<file path="src/rtl/sm4_round_engine_pkg.sv">
// Shared SM4 constants, the state encoding and the round primitives
// (S-box layer tau, linear transform L, 32-bit rotate).
package sm4_round_engine_pkg;

    localparam int NUM_ROUNDS = 32;
    localparam int CNT_W      = $clog2(NUM_ROUNDS);

    typedef enum logic [1:0] {
        IDLE = 2'd0,
        RUN  = 2'd1,
        DONE = 2'd2
    } state_e;

    localparam logic [7:0] SBOX [256] = '{
        8'hd6, 8'h90, 8'he9, 8'hfe, 8'hcc, 8'he1, 8'h3d, 8'hb7, 8'h16, 8'hb6, 8'h14, 8'hc2, 8'h28, 8'hfb, 8'h2c, 8'h05,
        8'h2b, 8'h67, 8'h9a, 8'h76, 8'h2a, 8'hbe, 8'h04, 8'hc3, 8'haa, 8'h44, 8'h13, 8'h26, 8'h49, 8'h86, 8'h06, 8'h99,
        8'h9c, 8'h42, 8'h50, 8'hf4, 8'h91, 8'hef, 8'h98, 8'h7a, 8'h33, 8'h54, 8'h0b, 8'h43, 8'hed, 8'hcf, 8'hac, 8'h62,
        8'he4, 8'hb3, 8'h1c, 8'ha9, 8'hc9, 8'h08, 8'he8, 8'h95, 8'h80, 8'hdf, 8'h94, 8'hfa, 8'h75, 8'h8f, 8'h3f, 8'ha6,
        8'h47, 8'h07, 8'ha7, 8'hfc, 8'hf3, 8'h73, 8'h17, 8'hba, 8'h83, 8'h59, 8'h3c, 8'h19, 8'he6, 8'h85, 8'h4f, 8'ha8,
        8'h68, 8'h6b, 8'h81, 8'hb2, 8'h71, 8'h64, 8'hda, 8'h8b, 8'hf8, 8'heb, 8'h0f, 8'h4b, 8'h70, 8'h56, 8'h9d, 8'h35,
        8'h1e, 8'h24, 8'h0e, 8'h5e, 8'h63, 8'h58, 8'hd1, 8'ha2, 8'h25, 8'h22, 8'h7c, 8'h3b, 8'h01, 8'h21, 8'h78, 8'h87,
        8'hd4, 8'h00, 8'h46, 8'h57, 8'h9f, 8'hd3, 8'h27, 8'h52, 8'h4c, 8'h36, 8'h02, 8'he7, 8'ha0, 8'hc4, 8'hc8, 8'h9e,
        8'hea, 8'hbf, 8'h8a, 8'hd2, 8'h40, 8'hc7, 8'h38, 8'hb5, 8'ha3, 8'hf7, 8'hf2, 8'hce, 8'hf9, 8'h61, 8'h15, 8'ha1,
        8'he0, 8'hae, 8'h5d, 8'ha4, 8'h9b, 8'h34, 8'h1a, 8'h55, 8'had, 8'h93, 8'h32, 8'h30, 8'hf5, 8'h8c, 8'hb1, 8'he3,
        8'h1d, 8'hf6, 8'he2, 8'h2e, 8'h82, 8'h66, 8'hca, 8'h60, 8'hc0, 8'h29, 8'h23, 8'hab, 8'h0d, 8'h53, 8'h4e, 8'h6f,
        8'hd5, 8'hdb, 8'h37, 8'h45, 8'hde, 8'hfd, 8'h8e, 8'h2f, 8'h03, 8'hff, 8'h6a, 8'h72, 8'h6d, 8'h6c, 8'h5b, 8'h51,
        8'h8d, 8'h1b, 8'haf, 8'h92, 8'hbb, 8'hdd, 8'hbc, 8'h7f, 8'h11, 8'hd9, 8'h5c, 8'h41, 8'h1f, 8'h10, 8'h5a, 8'hd8,
        8'h0a, 8'hc1, 8'h31, 8'h88, 8'ha5, 8'hcd, 8'h7b, 8'hbd, 8'h2d, 8'h74, 8'hd0, 8'h12, 8'hb8, 8'he5, 8'hb4, 8'hb0,
        8'h89, 8'h69, 8'h97, 8'h4a, 8'h0c, 8'h96, 8'h77, 8'h7e, 8'h65, 8'hb9, 8'hf1, 8'h09, 8'hc5, 8'h6e, 8'hc6, 8'h84,
        8'h18, 8'hf0, 8'h7d, 8'hec, 8'h3a, 8'hdc, 8'h4d, 8'h20, 8'h79, 8'hee, 8'h5f, 8'h3e, 8'hd7, 8'hcb, 8'h39, 8'h48
    };

    function automatic logic [31:0] rotl32(input logic [31:0] x, input int unsigned n);
        return (x << n) | (x >> (32 - n));
    endfunction

    function automatic logic [31:0] sbox_tau(input logic [31:0] b);
        return {SBOX[b[31:24]], SBOX[b[23:16]], SBOX[b[15:8]], SBOX[b[7:0]]};
    endfunction

    function automatic logic [31:0] lin_l(input logic [31:0] b);
        return b ^ rotl32(b, 2) ^ rotl32(b, 10) ^ rotl32(b, 18) ^ rotl32(b, 24);
    endfunction

endpackage

</file>
<file path="src/rtl/sm4_round_engine_if.sv">
// Block-in / result-out valid-ready bus between the mode wrapper and the round engine.
interface sm4_round_engine_if;
    logic         in_valid;
    logic         in_ready;
    logic         in_decrypt;
    logic [127:0] in_data;
    logic         out_valid;
    logic         out_ready;
    logic [127:0] out_data;

    modport master (
        output in_valid, in_decrypt, in_data, out_ready,
        input  in_ready, out_valid, out_data
    );

    modport slave (
        input  in_valid, in_decrypt, in_data, out_ready,
        output in_ready, out_valid, out_data
    );
endinterface

</file>
<file path="src/rtl/sm4_round_engine_round_comb.sv">
// One combinational SM4 round: X' = {X1, X2, X3, X0 ^ T(X1 ^ X2 ^ X3 ^ rk)}.
module sm4_round_comb
    import sm4_round_engine_pkg::*;
(
    input  logic [127:0] state_i,
    input  logic [31:0]  rk_i,
    output logic [127:0] state_o
);
    logic [31:0] x0, x1, x2, x3, t_val;

    assign {x0, x1, x2, x3} = state_i;
    assign t_val   = lin_l(sbox_tau(x1 ^ x2 ^ x3 ^ rk_i));
    assign state_o = {x1, x2, x3, x0 ^ t_val};
endmodule

</file>
<file path="src/rtl/sm4_round_engine.sv">
// Iterative SM4 datapath: ROUNDS_PER_CYCLE unrolled rounds per clock, 32 rounds total.
// IDLE: wait for a block | RUN: apply rounds | DONE: hold result until taken
module sm4_round_engine
    import sm4_round_engine_pkg::*;
#(
    parameter int ROUNDS_PER_CYCLE = 1
) (
    input  logic                clk,
    input  logic                rst_n,
    input  logic                flush_i,
    input  logic [1023:0]       rk_flat_i,
    sm4_round_engine_if.slave   bus_if,
    output logic                busy_o
);
    if (!(ROUNDS_PER_CYCLE == 1 || ROUNDS_PER_CYCLE == 2 ||
          ROUNDS_PER_CYCLE == 4 || ROUNDS_PER_CYCLE == 8)) begin : g_bad_rpc
        $error("sm4_round_engine: ROUNDS_PER_CYCLE must be 1, 2, 4 or 8");
    end

    state_e             state_q, state_d;
    logic [CNT_W-1:0]   cnt_q, cnt_d;
    logic [127:0]       data_q, data_d;
    logic               dec_q, dec_d;
    logic [127:0]       out_q, out_d;

    logic               accept, step, last_step;
    logic [127:0]       chain [ROUNDS_PER_CYCLE+1];
    logic [127:0]       res;

    assign accept    = (state_q == IDLE) && bus_if.in_valid && !flush_i;
    assign step      = (state_q == RUN) && !flush_i;
    assign last_step = (cnt_q == CNT_W'(NUM_ROUNDS - ROUNDS_PER_CYCLE));

    // Key index for each unrolled stage; decrypt walks the schedule backwards.
    assign chain[0] = data_q;
    for (genvar s = 0; s < ROUNDS_PER_CYCLE; s++) begin : g_round
        logic [CNT_W-1:0] j_idx, k_idx;
        assign j_idx = cnt_q + CNT_W'(s);
        assign k_idx = dec_q ? (CNT_W'(NUM_ROUNDS - 1) - j_idx) : j_idx;
        sm4_round_comb u_round (
            .state_i (chain[s]),
            .rk_i    (rk_flat_i[32*k_idx +: 32]),
            .state_o (chain[s+1])
        );
    end

    assign res = chain[ROUNDS_PER_CYCLE];

    always_ff @(posedge clk or negedge rst_n) begin
        if (!rst_n) state_q <= IDLE;
        else        state_q <= state_d;
    end

    always_comb begin
        state_d = state_q;
        if (flush_i) begin
            state_d = IDLE;
        end else begin
            case (state_q)
                IDLE:    if (bus_if.in_valid)  state_d = RUN;
                RUN:     if (last_step)        state_d = DONE;
                DONE:    if (bus_if.out_ready) state_d = IDLE;
                default: state_d = IDLE;
            endcase
        end
    end

    always_comb begin
        bus_if.in_ready  = 1'b0;
        bus_if.out_valid = 1'b0;
        busy_o           = 1'b0;
        case (state_q)
            IDLE: bus_if.in_ready = 1'b1;
            RUN:  busy_o = 1'b1;
            DONE: begin
                bus_if.out_valid = 1'b1;
                busy_o           = 1'b1;
            end
            default: ;
        endcase
    end

    // The counter stops at its final value rather than stepping past 31.
    always_comb begin
        cnt_d  = cnt_q;
        data_d = data_q;
        dec_d  = dec_q;
        out_d  = out_q;
        if (accept) begin
            cnt_d  = '0;
            data_d = bus_if.in_data;
            dec_d  = bus_if.in_decrypt;
        end else if (step) begin
            data_d = res;
            if (last_step) out_d = {res[31:0], res[63:32], res[95:64], res[127:96]};
            else           cnt_d = cnt_q + CNT_W'(ROUNDS_PER_CYCLE);
        end
    end

    always_ff @(posedge clk or negedge rst_n) begin
        if (!rst_n) begin
            cnt_q  <= '0;
            data_q <= '0;
            dec_q  <= 1'b0;
            out_q  <= '0;
        end else begin
            cnt_q  <= cnt_d;
            data_q <= data_d;
            dec_q  <= dec_d;
            out_q  <= out_d;
        end
    end

    assign bus_if.out_data = out_q;
endmodule

</file>
<file path="src/flat_wrapper.sv">
// flat-port wrapper written by rule: the top's interface ports become plain ports
module sm4_round_engine_flat import sm4_round_engine_pkg::*;
#(
    parameter int ROUNDS_PER_CYCLE = 1
)
  (clk, rst_n, flush_i, rk_flat_i, busy_o, bus_if_in_valid, bus_if_in_decrypt, bus_if_in_data, bus_if_out_ready, bus_if_in_ready, bus_if_out_valid, bus_if_out_data);
  sm4_round_engine_if bus_if_i ();
  input  logic clk;
  input  logic rst_n;
  input  logic flush_i;
  input  logic [1023:0] rk_flat_i;
  output logic busy_o;
  input wire logic [$bits(bus_if_i.in_valid)-1:0] bus_if_in_valid;
  input wire logic [$bits(bus_if_i.in_decrypt)-1:0] bus_if_in_decrypt;
  input wire logic [$bits(bus_if_i.in_data)-1:0] bus_if_in_data;
  input wire logic [$bits(bus_if_i.out_ready)-1:0] bus_if_out_ready;
  output wire logic [$bits(bus_if_i.in_ready)-1:0] bus_if_in_ready;
  output wire logic [$bits(bus_if_i.out_valid)-1:0] bus_if_out_valid;
  output wire logic [$bits(bus_if_i.out_data)-1:0] bus_if_out_data;
  assign bus_if_i.in_valid = bus_if_in_valid;
  assign bus_if_i.in_decrypt = bus_if_in_decrypt;
  assign bus_if_i.in_data = bus_if_in_data;
  assign bus_if_i.out_ready = bus_if_out_ready;
  assign bus_if_in_ready = bus_if_i.in_ready;
  assign bus_if_out_valid = bus_if_i.out_valid;
  assign bus_if_out_data = bus_if_i.out_data;
  sm4_round_engine #(.ROUNDS_PER_CYCLE(ROUNDS_PER_CYCLE)) u_core (.clk(clk), .rst_n(rst_n), .flush_i(flush_i), .rk_flat_i(rk_flat_i), .bus_if(bus_if_i), .busy_o(busy_o));
endmodule
</file>
<file path="config.mk">
export PLATFORM = sky130hd
export DESIGN_NAME = sm4_round_engine_flat
export DESIGN_NICKNAME = d
export VERILOG_FILES = /design/src/rtl/sm4_round_engine_pkg.sv /design/src/rtl/sm4_round_engine_if.sv /design/src/rtl/sm4_round_engine_round_comb.sv /design/src/rtl/sm4_round_engine.sv /design/src/flat_wrapper.sv
export SDC_FILE = /design/constraint.sdc
export NUM_CORES = 2
export LEC_CHECK = 0
export ABC_CLOCK_PERIOD_IN_PS = 15500
export BUFFER_PORTS_ARGS = -buffer_cell sky130_fd_sc_hd__buf_2
export CAP_MARGIN = 20
export CORE_AREA = 8 8 489 491
export CTS_CLUSTER_SIZE = 25
export DETAILED_ROUTE_END_ITERATION = 10
export DIE_AREA = 0 0 497 499
export HOLD_SLACK_MARGIN = 0.06
export PLACE_DENSITY = 0.49
export SLEW_MARGIN = 15
export SYNTH_ARGS = -nofsm -noshare
export SYNTH_HDL_FRONTEND = slang
export SYNTH_SLANG_ARGS = --single-unit
</file>
<file path="constraint.sdc">
create_clock -name clk -period 15.5 [get_ports clk]
set_input_delay 0.775 -clock clk [delete_from_list [all_inputs] [get_ports clk]]
set_output_delay 0.775 -clock clk [all_outputs]
set_load 0.02 [all_outputs]
</file>
==> results.yml <==
synth:
  yosys.area_share.simple_pct: 14.6
  synthAdderAreaFrac_pct: 0.745
  syn_area_per_cell_sq_um: 8.71
  synth_fp_nets: 6384
  synth-xor-area-share_pct: 5.15
  yosys-mux-area-fraction_pct: 28.0
  synth_edf_count: 0
  async_flop_share_pct: 100
  synthCells: 5203
  synth_compound_area_share_pct: 28.5
  synth_cell_type_count: 137
  synth_seq_cells: 264
  synth_top_family_by_area: "compound AO/OA/AOI/OAI gates"
  yosysWarnings: 0
  synth_area_sq_um: 45300
  yosysSeqAreaShare_pct: 14.6
  ys.flop_type: "dfrtp_1"
sta:
  fin_crit_ps: 9830
  fin_crit_sh_pct: 63.4
  tns_ps: 0
  final-max-slew-violation-count: 0
  setup_violations: 0
  fmax_mhz: 102
  relSlewSlack_pct: 12.7
  clock_skew_ps: 56.1
  hold_slack_ps: 357
  finalHoldViolCount: 0
  rsz0062_at_grt: "false"
  worst_slack_ps: 5670
  worst_pin_slew_ps: 1310
drt:
  postRouteWirelength_microns: 396000
  dr.pass1.iters: 7
  postRouteAntennaNets: 0
  vias: 57200
  wire_per_inst_microns: 41.8
  first_iter_violations: 8032
  drc_errors: 0
  via_per_inst: 6.04
clock_network:
  htree_levels: 2
  clock-root-buffer: "clkbuf_16"
  cts_buffers: 37
  cts_tree: "built"
  cts_max_path_buffers: 3
  postCtsSetupBuffers: 0
  cts_sinks: 264
  clk_latency_ps: 670
  clk_pin_slew_ps: 60
job:
  cap_viol_max_count: 0
global_route:
  grt_pass1_vias: 53600
  grt_max_degree: 137
  grt_pass1_wl_microns: 518000
  grt_remaining_overflow: 0
  antenna_found_initial: 247
  track_usage_pct: 29.9
worst_hold_path:
  min-delay-start: "bus_if_in_data[2]"
  hp-class: "primary input to flop"
  whs_path_depth: 3
floorplanning:
  design.die.area_sq_um: 248000
  rows: 177
  core-area_sq_um: 231000
  die_h_microns: 499
  io_pins: 1289
  start_util_pct: 19.6
  floorplan.die.width_microns: 497
finish:
  layout_common_cells: "1287 x buf_2, 555 x nand2_1, 423 x mux2i_1"
  synthToLayoutAreaGrowth_pct: 22.7
  instances_no_fill: 9483
  nNetsFinal: 7347
  final_common_cell: "buf_2"
  drive_above_1_share_pct: 34.6
placed_design:
  finalWeightedCongestion: 1.03
  dpl.hpwl_microns: 321000
  placed_cells: 9165
  portBuffers: 1288
  dp_slack_ps: 5870
worst_setup_path:
  cp.required_ps: 16030
  critPathMaxFanout: 136
  critical_path_class: "flop to flop"
  endpoint_kind: "flop"
  start_kind: "flop"
  cp.arrival_ps: 10360
  ff2ff_path_depth: 20
  crit_start: "u_core.cnt_q[0]$_DFFE_PN0P_"
  r2r-start: "u_core.cnt_q[0]$_DFFE_PN0P_"
outcome:
  status: "finished clean"
-- path summary, 6_finish.rpt --
kind | slack (ps) | end
hold / removal | 360 | u_core.data_q[2]$_DFFE_PN0P_
hold reg to reg | 480 | u_core.bus_if.out_data[127]$_DFFE_PN0P_
setup / recovery | 5670 | u_core.bus_if.out_data[111]$_DFFE_PN0P_
min in group asynchronous | 590 | u_core.bus_if.out_data[40]$_DFFE_PN0P_
max in group asynchronous | 12930 | u_core.bus_if.out_data[14]$_DFFE_PN0P_
setup reg to reg | 5670 | u_core.bus_if.out_data[111]$_DFFE_PN0P_
-- cell usage after synthesis (125+ instances only) --
| library cell | number | area share (%) |
|---|---|---|
| o21ai_0 | 255 | 2.8 |
| nor2_1 | 389 | 3.2 |
| a22oi_1 | 173 | 2.9 |
| a31oi_1 | 159 | 2.2 |
| clkbuf_1 | 177 | 1.5 |
| mux2_2 | 125 | 3.1 |
| buf_2 | 171 | 1.9 |
| dfrtp_1 | 264 | 15 |
| a21oi_1 | 337 | 3.7 |
| mux4_2 | 251 | 12 |
| mux2i_1 | 425 | 9.4 |
| nand2_1 | 564 | 4.7 |
-- layout make-up --
class / instances / area, sq um
fillers: 25500 / 176000
inverters: 35 / 143
well taps: 3043 / 3810
flip-flops and latches: 264 / 6620
repair buffers: 1484 / 7990
multi-input cells: 4344 / 35300
diodes: 248 / 621
clock buffers: 49 / 1010
clock inverters: 16 / 194
-- metrics by stage --
step | util [%] | cell area (sq um)
4_1_cts | 23.8 | 55000
3_5_place_dp | 23.2 | 53800
2_1_floorplan | - | 45300
3_3_place_gp | 23.2 | 53700
5_1_grt | 24.0 | 55500
6_report | 24.0 | 55600
-- state kept, by name, indices dropped and copies added (netlist names) --
register                count
u_core.bus_if.out_data    128
u_core.data_q             128
u_core.cnt_q                5
u_core.state_q              2
u_core.dec_q                1
-- worst max-delay path: stages, from the launching register on --
cell and delay (ps):
dfrtp_4 800, buf_4 750, buf_12 590, mux2i_1 180
a22oi_1 240, nand2_1 90, a2111oi_1 890, buf_4 270
mux2i_1 360, and2_2 210, buf_4 490, inv_2 360
ha_1 970, o21ai_0 500, a311o_1 470, o221ai_1 200
o22ai_1 180, nor3_2 660, xor2_2 380, xnor3_1 500
mux2_2 270
-- what timing repair did --
item / 4_1_cts / 5_1_grt
gates resized for setup: 0 / 0
hold buffers: 1 / 0
hold endpoints to repair: 38 / 0
-- kinds of logic (layout without fill, tap and decap cells) --
group | Yosys count | count (layout)
AOI/OAI and AO/OA | 1821 | 1821
DFF | 264 | 264
xor gates and xnor gates | 221 | 221
buffers and inverters | 595 | 1584
other | 0 | 248
muxes | 853 | 853
adders and majority gates | 28 | 28
and+or+nand+nor | 1421 | 1421
-- routing by layer --
| metal | part of all wire (%) | vias to the layer above | wire, microns | global-route usage (%) |
|---|---|---|---|---|
| li1 | - | 22900 | - | - |
| met1 | 37 | 28900 | 146000 | 34.9 |
| met2 | 43 | 4276 | 171000 | 46.4 |
| met3 | 11 | 1073 | 42000 | 10.1 |
| met4 | 9.2 | 114 | 36300 | 20.8 |
| met5 | 0.23 | - | 928 | 0 |
Power is not shown: default switching activity piles up to over one toggle a cycle in this logic, so the estimate is an artifact.
